--- src/rtl/eth_arb_pkg.sv ---
// ============================================================================
//  Module      : eth_arb_pkg
//  Description : Shared state encoding and counter width for the frame arbiter.
//  Revision    : 1.0
// ============================================================================
`default_nettype none

package eth_arb_pkg;

    typedef enum logic [0:0] {
        IDLE = 1'b0,
        XFER = 1'b1
    } arb_state_e;

    localparam int FRAME_CNT_W = 32;

endpackage

`default_nettype wire

--- src/rtl/rr_pick.sv ---
// ============================================================================
//  Module      : rr_pick
//  Description : Combinational round-robin selector; first set req bit after ptr.
//  Revision    : 1.0
// ============================================================================
`default_nettype none

module rr_pick #(
    parameter int N_PORTS  = 4,
    parameter int ID_WIDTH = (N_PORTS > 1) ? $clog2(N_PORTS) : 1
) (
    input  logic [N_PORTS-1:0]  req_i,
    input  logic [ID_WIDTH-1:0] ptr_i,
    output logic                found_o,
    output logic [ID_WIDTH-1:0] idx_o
);

    localparam logic [ID_WIDTH:0] N_EXT = (ID_WIDTH + 1)'(N_PORTS);

    logic [ID_WIDTH:0] w_cand;

    // Walk from the farthest candidate back to ptr+1 so the nearest hit wins.
    always_comb begin
        found_o = 1'b0;
        idx_o   = '0;
        w_cand  = '0;
        for (int k = N_PORTS; k >= 1; k--) begin
            w_cand = {1'b0, ptr_i} + (ID_WIDTH + 1)'(k);
            if (w_cand >= N_EXT) begin
                w_cand = w_cand - N_EXT;
            end
            if (req_i[w_cand[ID_WIDTH-1:0]]) begin
                found_o = 1'b1;
                idx_o   = w_cand[ID_WIDTH-1:0];
            end
        end
    end

endmodule

`default_nettype wire

--- src/rtl/eth_frame_arbiter.sv ---
// ============================================================================
//  Module      : eth_frame_arbiter
//  Description : Frame-granular round-robin merge of N byte streams onto one.
//  Revision    : 1.0
// ============================================================================
`default_nettype none

module eth_frame_arbiter
    import eth_arb_pkg::*;
#(
    parameter int N_PORTS    = 4,
    parameter int USER_WIDTH = 1,
    parameter int ID_WIDTH   = (N_PORTS > 1) ? $clog2(N_PORTS) : 1
) (
    input  logic                          clk,
    input  logic                          reset_n,
    input  logic [N_PORTS-1:0]            port_enable,
    input  logic [N_PORTS*8-1:0]          s_data,
    input  logic [N_PORTS-1:0]            s_last,
    input  logic [N_PORTS*USER_WIDTH-1:0] s_user,
    input  logic [N_PORTS-1:0]            s_valid,
    output logic [N_PORTS-1:0]            s_ready,
    output logic [7:0]                    m_data,
    output logic                          m_last,
    output logic [USER_WIDTH-1:0]         m_user,
    output logic [ID_WIDTH-1:0]           m_id,
    output logic                          m_valid,
    input  logic                          m_ready,
    output logic                          grant_active,
    output logic [ID_WIDTH-1:0]           grant_id,
    output logic [FRAME_CNT_W-1:0]        frame_count
);

    arb_state_e             state_q, state_d;
    logic [ID_WIDTH-1:0]    grant_id_q, grant_id_d;
    logic [ID_WIDTH-1:0]    rr_ptr_q, rr_ptr_d;
    logic                   active_q, active_d;
    logic [FRAME_CNT_W-1:0] frame_count_q, frame_count_d;

    logic [7:0]             w_data_arr [N_PORTS];
    logic [USER_WIDTH-1:0]  w_user_arr [N_PORTS];
    logic                   w_found;
    logic [ID_WIDTH-1:0]    w_pick;

    for (genvar gi = 0; gi < N_PORTS; gi++) begin : g_unpack
        assign w_data_arr[gi] = s_data[8*gi +: 8];
        assign w_user_arr[gi] = s_user[USER_WIDTH*gi +: USER_WIDTH];
    end

    rr_pick #(
        .N_PORTS  (N_PORTS),
        .ID_WIDTH (ID_WIDTH)
    ) u_rr_pick (
        .req_i   (s_valid & port_enable),
        .ptr_i   (rr_ptr_q),
        .found_o (w_found),
        .idx_o   (w_pick)
    );

    always_ff @(posedge clk) begin
        if (!reset_n) begin
            state_q       <= IDLE;
            grant_id_q    <= '0;
            rr_ptr_q      <= ID_WIDTH'(N_PORTS - 1);
            active_q      <= 1'b0;
            frame_count_q <= '0;
        end else begin
            state_q       <= state_d;
            grant_id_q    <= grant_id_d;
            rr_ptr_q      <= rr_ptr_d;
            active_q      <= active_d;
            frame_count_q <= frame_count_d;
        end
    end

    // Handshakes are gated by reset_n so a frame cut by reset cannot move a beat.
    always_comb begin
        state_d       = state_q;
        grant_id_d    = grant_id_q;
        rr_ptr_d      = rr_ptr_q;
        active_d      = active_q;
        frame_count_d = frame_count_q;
        s_ready       = '0;
        m_valid       = 1'b0;
        case (state_q)
            IDLE: begin
                if (w_found) begin
                    grant_id_d = w_pick;
                    active_d   = 1'b1;
                    state_d    = XFER;
                end
            end
            XFER: begin
                m_valid             = s_valid[grant_id_q] & reset_n;
                s_ready[grant_id_q] = m_ready & reset_n;
                if (m_valid && m_ready && s_last[grant_id_q]) begin
                    rr_ptr_d      = grant_id_q;
                    frame_count_d = frame_count_q + FRAME_CNT_W'(1);
                    active_d      = 1'b0;
                    state_d       = IDLE;
                end
            end
            default: state_d = IDLE;
        endcase
    end

    assign m_data       = w_data_arr[grant_id_q];
    assign m_last       = s_last[grant_id_q];
    assign m_user       = w_user_arr[grant_id_q];
    assign m_id         = grant_id_q;
    assign grant_id     = grant_id_q;
    assign grant_active = active_q;
    assign frame_count  = frame_count_q;

endmodule

`default_nettype wire

--- config.mk ---
export PLATFORM = sky130hd
export DESIGN_NAME = eth_frame_arbiter
export DESIGN_NICKNAME = d
export VERILOG_FILES = /design/src/rtl/eth_arb_pkg.sv /design/src/rtl/rr_pick.sv /design/src/rtl/eth_frame_arbiter.sv
export SDC_FILE = /design/constraint.sdc
export NUM_CORES = 1
export LEC_CHECK = 0
export CORE_UTILIZATION = 45
export DETAILED_ROUTE_END_ITERATION = 10
export DONT_BUFFER_PORTS = 1
export PLACE_DENSITY_LB_ADDON = 0.08
export SYNTH_ARGS = -nofsm -noshare
export SYNTH_HDL_FRONTEND = slang
export SYNTH_SLANG_ARGS = --single-unit
--- constraint.sdc ---
create_clock -name clk -period 3 [get_ports clk]
set_input_delay 0.3 -clock clk [delete_from_list [all_inputs] [get_ports clk]]
set_output_delay 0.3 -clock clk [all_outputs]
set_load 0.05 [all_outputs]
Word-level counts from Yosys, hierarchy flattened
Cells that the tools add are included.
Cells by class
  $add $sub $neg: 9
  $lt $le $gt $ge: 11
  equality and inequality tests: 2
  muxes and demuxes: 40
  bitwise logic cells: 6
  reductions and logical operators: 6
Operator list (count)
  adder 32 x 1 -> 32 bit (second input constant): 1
  two-way mux 1 bit: 18
  binary-select mux 8 bit (select 2 bit): 1
  two-way mux 2 bit: 8
  two-way mux 8 bit: 2
  greater-or-equal comparator 3 bit (second input constant): 5
  < comparator 2 x 3 -> 1 bit (second input constant): 5
  binary-select mux 1 bit (select 2 bit): 7
  AND 4 bit: 2
  subtractor 2 x 1 -> 2 bit (second input constant): 4
  adder 2 x 2 -> 3 bit (second input constant): 2
  AND reduction 2 bit: 3
  two-way mux 4 bit: 1
  != test 2 x 1 -> 1 bit (second input constant): 2
  one-hot mux 1 bit (2 select lines): 2
  adder 2 x 1 -> 3 bit (second input constant): 1
  adder 2 x 3 -> 3 bit (second input constant): 1
  logical AND 1 bit: 3
  NOT 2 -> 3 bit: 1
  AND 1 bit: 2
  demux 1 bit (select 2 bit): 1
  greater-or-equal comparator 2 x 1 -> 1 bit (second input constant): 1
  NOT 1 bit: 1
Storage, ports and cells
  register bits: 38
  output and inout bits: 52
  logic and storage cells: 79

Longest topological paths before layout
  word-level depth: 11
  mapped depth: 7
  mapped depth without buffers: 6

By module
A second synthesis with hierarchy kept.
Unflattened totals
  cell total of the unflattened synthesis: 263
  area total of the unflattened synthesis: 2284.7 µm²
By module, submodules not included
  eth_frame_arbiter: instances 1, cells an instance 249, area each 2193.4 µm², seq. area each 760.7 µm²
  rr_pick: instances 1, cells an instance 14, area each 91.3 µm², seq. area each 0.0 µm²

Least setup slack after synthesis
Ideal clock, no wire load.
  path kind: register -> register
  from: register grant_id_q[0] (netlist: grant_id[0])
  to: register frame_count_q[21] (netlist: frame_count[21])
  data arrival time: 2.639 ns
  slack: 0.292 ns
  stages on the path, launching flop included: 8
  path buffers: 2
  clock period less this slack: 2.708 ns
  cell sequence: dfxtp_1 -> buf_6 -> mux4_2 -> nand3_4 -> or4b_1 -> clkbuf_2 -> or4_1 -> a21oi_1
On the way
  elaborated cells on any way between the ends: 8
  those cells by class: mux: 4; bitwise: 1; reduce/logical: 3
RTL lines
  start: declaration: line eth_frame_arbiter.sv:35  | logic [ID_WIDTH-1:0] grant_id_q, grant_id_d;
  start signal: assignment: line eth_frame_arbiter.sv:69  | grant_id_q <= grant_id_d;
  binary-select mux 1 bit (select 2 bit)
  two-way mux 1 bit
  named net m_last: line eth_frame_arbiter.sv:24  | output logic m_last,
  logical AND 1 bit: line eth_frame_arbiter.sv:96  | if (m_valid && m_ready && s_last[grant_id_q]) begin
  AND reduction 2 bit (no source line)
  end signal: assignment: line eth_frame_arbiter.sv:72  | frame_count_q <= frame_count_d;
  end: declaration: line eth_frame_arbiter.sv:38  | logic [FRAME_CNT_W-1:0] frame_count_q, frame_count_d;
The timed path passes the listed nets, and every way through them passes these cells. The select of a mux whose other input is x is not followed.
A chain may end at the register's enable or synchronous reset.

Final worst setup path
  from: register frame_count_q[21] (netlist: frame_count[21])
  to: register frame_count_q[27] (netlist: frame_count[27])
On the way
  cells in the longest elaborated chain, start to end: 1
Ends and longest elaborated chain
  adder 32 x 1 -> 32 bit: line eth_frame_arbiter.sv:98  | frame_count_d = frame_count_q + FRAME_CNT_W'(1);
No other way between the ends.

==> out/results.ini <==
[status]
outcome=completed

[synth]
synth_area_leaders=dfxtp_1 (35%), mux4_2 (11%), nand2_1 (6.1%), nor2_1 (4.8%), xnor2_1 (4.8%)
synthCells=252
synth.distinct_cells=39
netlist_area_um2=2170
synth_top_family_by_area=simple AND/OR/NAND/NOR gates
ys.flop_type=dfxtp_1
syn_area_per_cell_um2=8.60
syn-num-nets=304
ys_seq_area_share_pct=35.1
synth_edf_count=0
yosys.area.top_type=dfxtp_1
synth_simple_gate_area_share_pct=31.3
synthMuxAreaShare_pct=14.2
synth_fa_ha_area_share_pct=0.577
yosysWarnings=0
synth_xor_area_share_pct=6.87
synth_compound_area_share_pct=7.79
synth_top_cell_area_share_pct=35.1
synth-seq-cells=38
async_flop_share_pct=0

[setup_path]
setup.worst_path.start=frame_count[21]$_SDFFE_PN0P_
crit_end=frame_count[27]$_SDFFE_PN0P_
cp-end-kind=register
rr_startpoint=frame_count[21]$_SDFFE_PN0P_
crit_path_max_fanout=6
setup.worst_path.class=reg2reg
critPathRequiredTime_ns=3.22
critPathLaunchType=register
crit_path_max_incr_delay_ns=0.71
crit_chain=and4_1 -> nor3b_1 -> nand3_1 -> or3_1 -> a21oi_1
r2r-end=frame_count[27]$_SDFFE_PN0P_
arrival_ns=2.58
ff2ff_path_depth=5
rrSetupSlack_ns=0.64
slowest_stage=dfxtp_1

[clocking]
ctsHtreeMaxLevel=2
cts_resized=0
path_clk_slew_ns=0.07
cts_setup_buffers=0
cts_sinks=38
cts_buffer_depth=2
cts-root-buf=clkbuf_8
cts_tree=built
clock_latency_ns=0.29
holdBufCountCts=0
cts_inserted_buffers=5

[final_layout]
area_delta_synth_final_pct=14.8
layout_commonest_cell=dfxtp_1
nets=325
drive_gt1_share_pct=18.6
most-common-layout-cells=dfxtp_1 (36), nand2_1 (35), buf_4 (29)
n_fill_cell=426
fin_area_um2=2490
diodes=0

[sta]
setup_viol=0
rsz0062_at_grt=false
worst_slew_pin_slew_ns=0.832
max_slew_margin_pct=44.3
fin_crit_sh_pct=78.7
fin_skew_ns=0.00744
hold_ws_ns=0.133
clock.fmax_ghz=0.424
hold_violations=0
fin_setup_tns_ns=0
layout_min_cycle_time_ns=2.36
drv_slew=0

[job]
maxCapViolCount=0

[detailed_routing]
dr.pass1.iters=4
routedWlPerCell_um=16.3
ant_nets=0
vias=1925
wl_mm=5.33
post-route-drc-count=0
dr.first_iter.drc_count=161
viasPerCell=5.90

[power_and_ir_drop]
ir_drop_v=0.000223
p_per_area_nw_per_um2=458
power_uw=1140
power_leakage_uw=0.000907

[floorplanning]
initial_core_util_pct=48.1
dieArea_um2=5100
rows=24
die_h_um=71.4
ios=103
fp.coreArea_um2=4500
die_x_um=71.4

[global_routing]
grt_first_pass_wirelength_mm=8.61
grtUsageTotal_pct=21.6
grt_start_max_net_pins=25
antenna_found_initial=0
overflow=0
grt_pass1_vias=1764

[placed_design]
dpl_cell_area_um2=2380
io_buffers=0
gp_congestion=0.763
dp_hpwl_mm=3.99

[worst_hold_path]
hold_class=in2reg

per-layer routing:
metal	wire length [um]	vias up	share of wire [%]	track usage [%]
met3	433	4	8.1	7.03
met4	36	0	0.68	6.67
met5	0	-	0	0
met1	2390	880	45	28.2
met2	2460	82	46	34.1
li1	-	959	-	-
cells by family after synthesis:
logic type / after synthesis
adder cells (fa/ha/maj): 1
AND/OR/NAND/NOR: 132
multiplexers: 17
buffers and inverters: 19
XOR/XNOR: 17
flip-flops: 38
AO/OA/AOI/OAI: 28
synthesized netlist by cell type, types with 7 or more instances:
cell type and count:
nand4_1 12, xnor2_1 12, nor2_1 28, o21ai_0 8, nand2_1 35, dfxtp_1 38, mux4_2 11, nand3_1 13
a21oi_1 9, nand2b_1 7, clkbuf_1 7
report_power, final:
group	total (uW)	internal [uW]	switching, uW
logic	189	52.6	137
registers	524	511	12.5
clock network	426	249	177
metrics by stage:
| stage | setup slack [ns] | util, % | std cells |
|---|---|---|---|
| final | 0.640 | 55.3 | 326 |
| after global routing | 0.474 | 55.3 | 326 |
| after detailed placement | 0.671 | 52.9 | 318 |
| after global placement | 0.728 | 52.9 | 318 |
| after CTS | 0.647 | 55.3 | 326 |
| after floorplan | 0.292 | - | 252 |
final cells by class:
type / instances / area [um^2] / area share [%]
timing repair buffer: 29 / 218 / 8.74
clock inverter: 1 / 30.0 / 1.21
sequential: 38 / 763 / 30.7
tap: 52 / 65.1 / 2.61
multi-input combinational: 195 / 1320 / 53.1
clock buffer: 7 / 76.3 / 3.07
inverter: 4 / 15.0 / 0.603
critical path: cells and delay by family (launching register included):
kind,cells,cell delay (ns)
AO/OA/AOI/OAI,1,0.13
flip-flops,1,0.71
AND/OR/NAND/NOR,4,1.45
state kept, by name, indices dropped and copies added (netlist names):
signal and count:
grant_id 2, state_q 1, frame_count 32, grant_active 1, rr_ptr_q 2
worst min-delay path by stage:
stage	from	endpoint	cells after the start	slack [ns]
2_1_floorplan	reset_n	frame_count[22]$_SDFFE_PN0P_	2	0.45
3_3_place_gp	reset_n	rr_ptr_q[1]$_SDFFE_PN1P_	1	0.43
3_5_place_dp	reset_n	rr_ptr_q[1]$_SDFFE_PN1P_	1	0.42
4_1_cts	reset_n	rr_ptr_q[1]$_SDFFE_PN1P_	1	0.12
5_1_grt	reset_n	rr_ptr_q[0]$_SDFFE_PN1P_	1	0.11
6_report	reset_n	rr_ptr_q[1]$_SDFFE_PN1P_	1	0.13
Power figures use the tool's default switching activity.
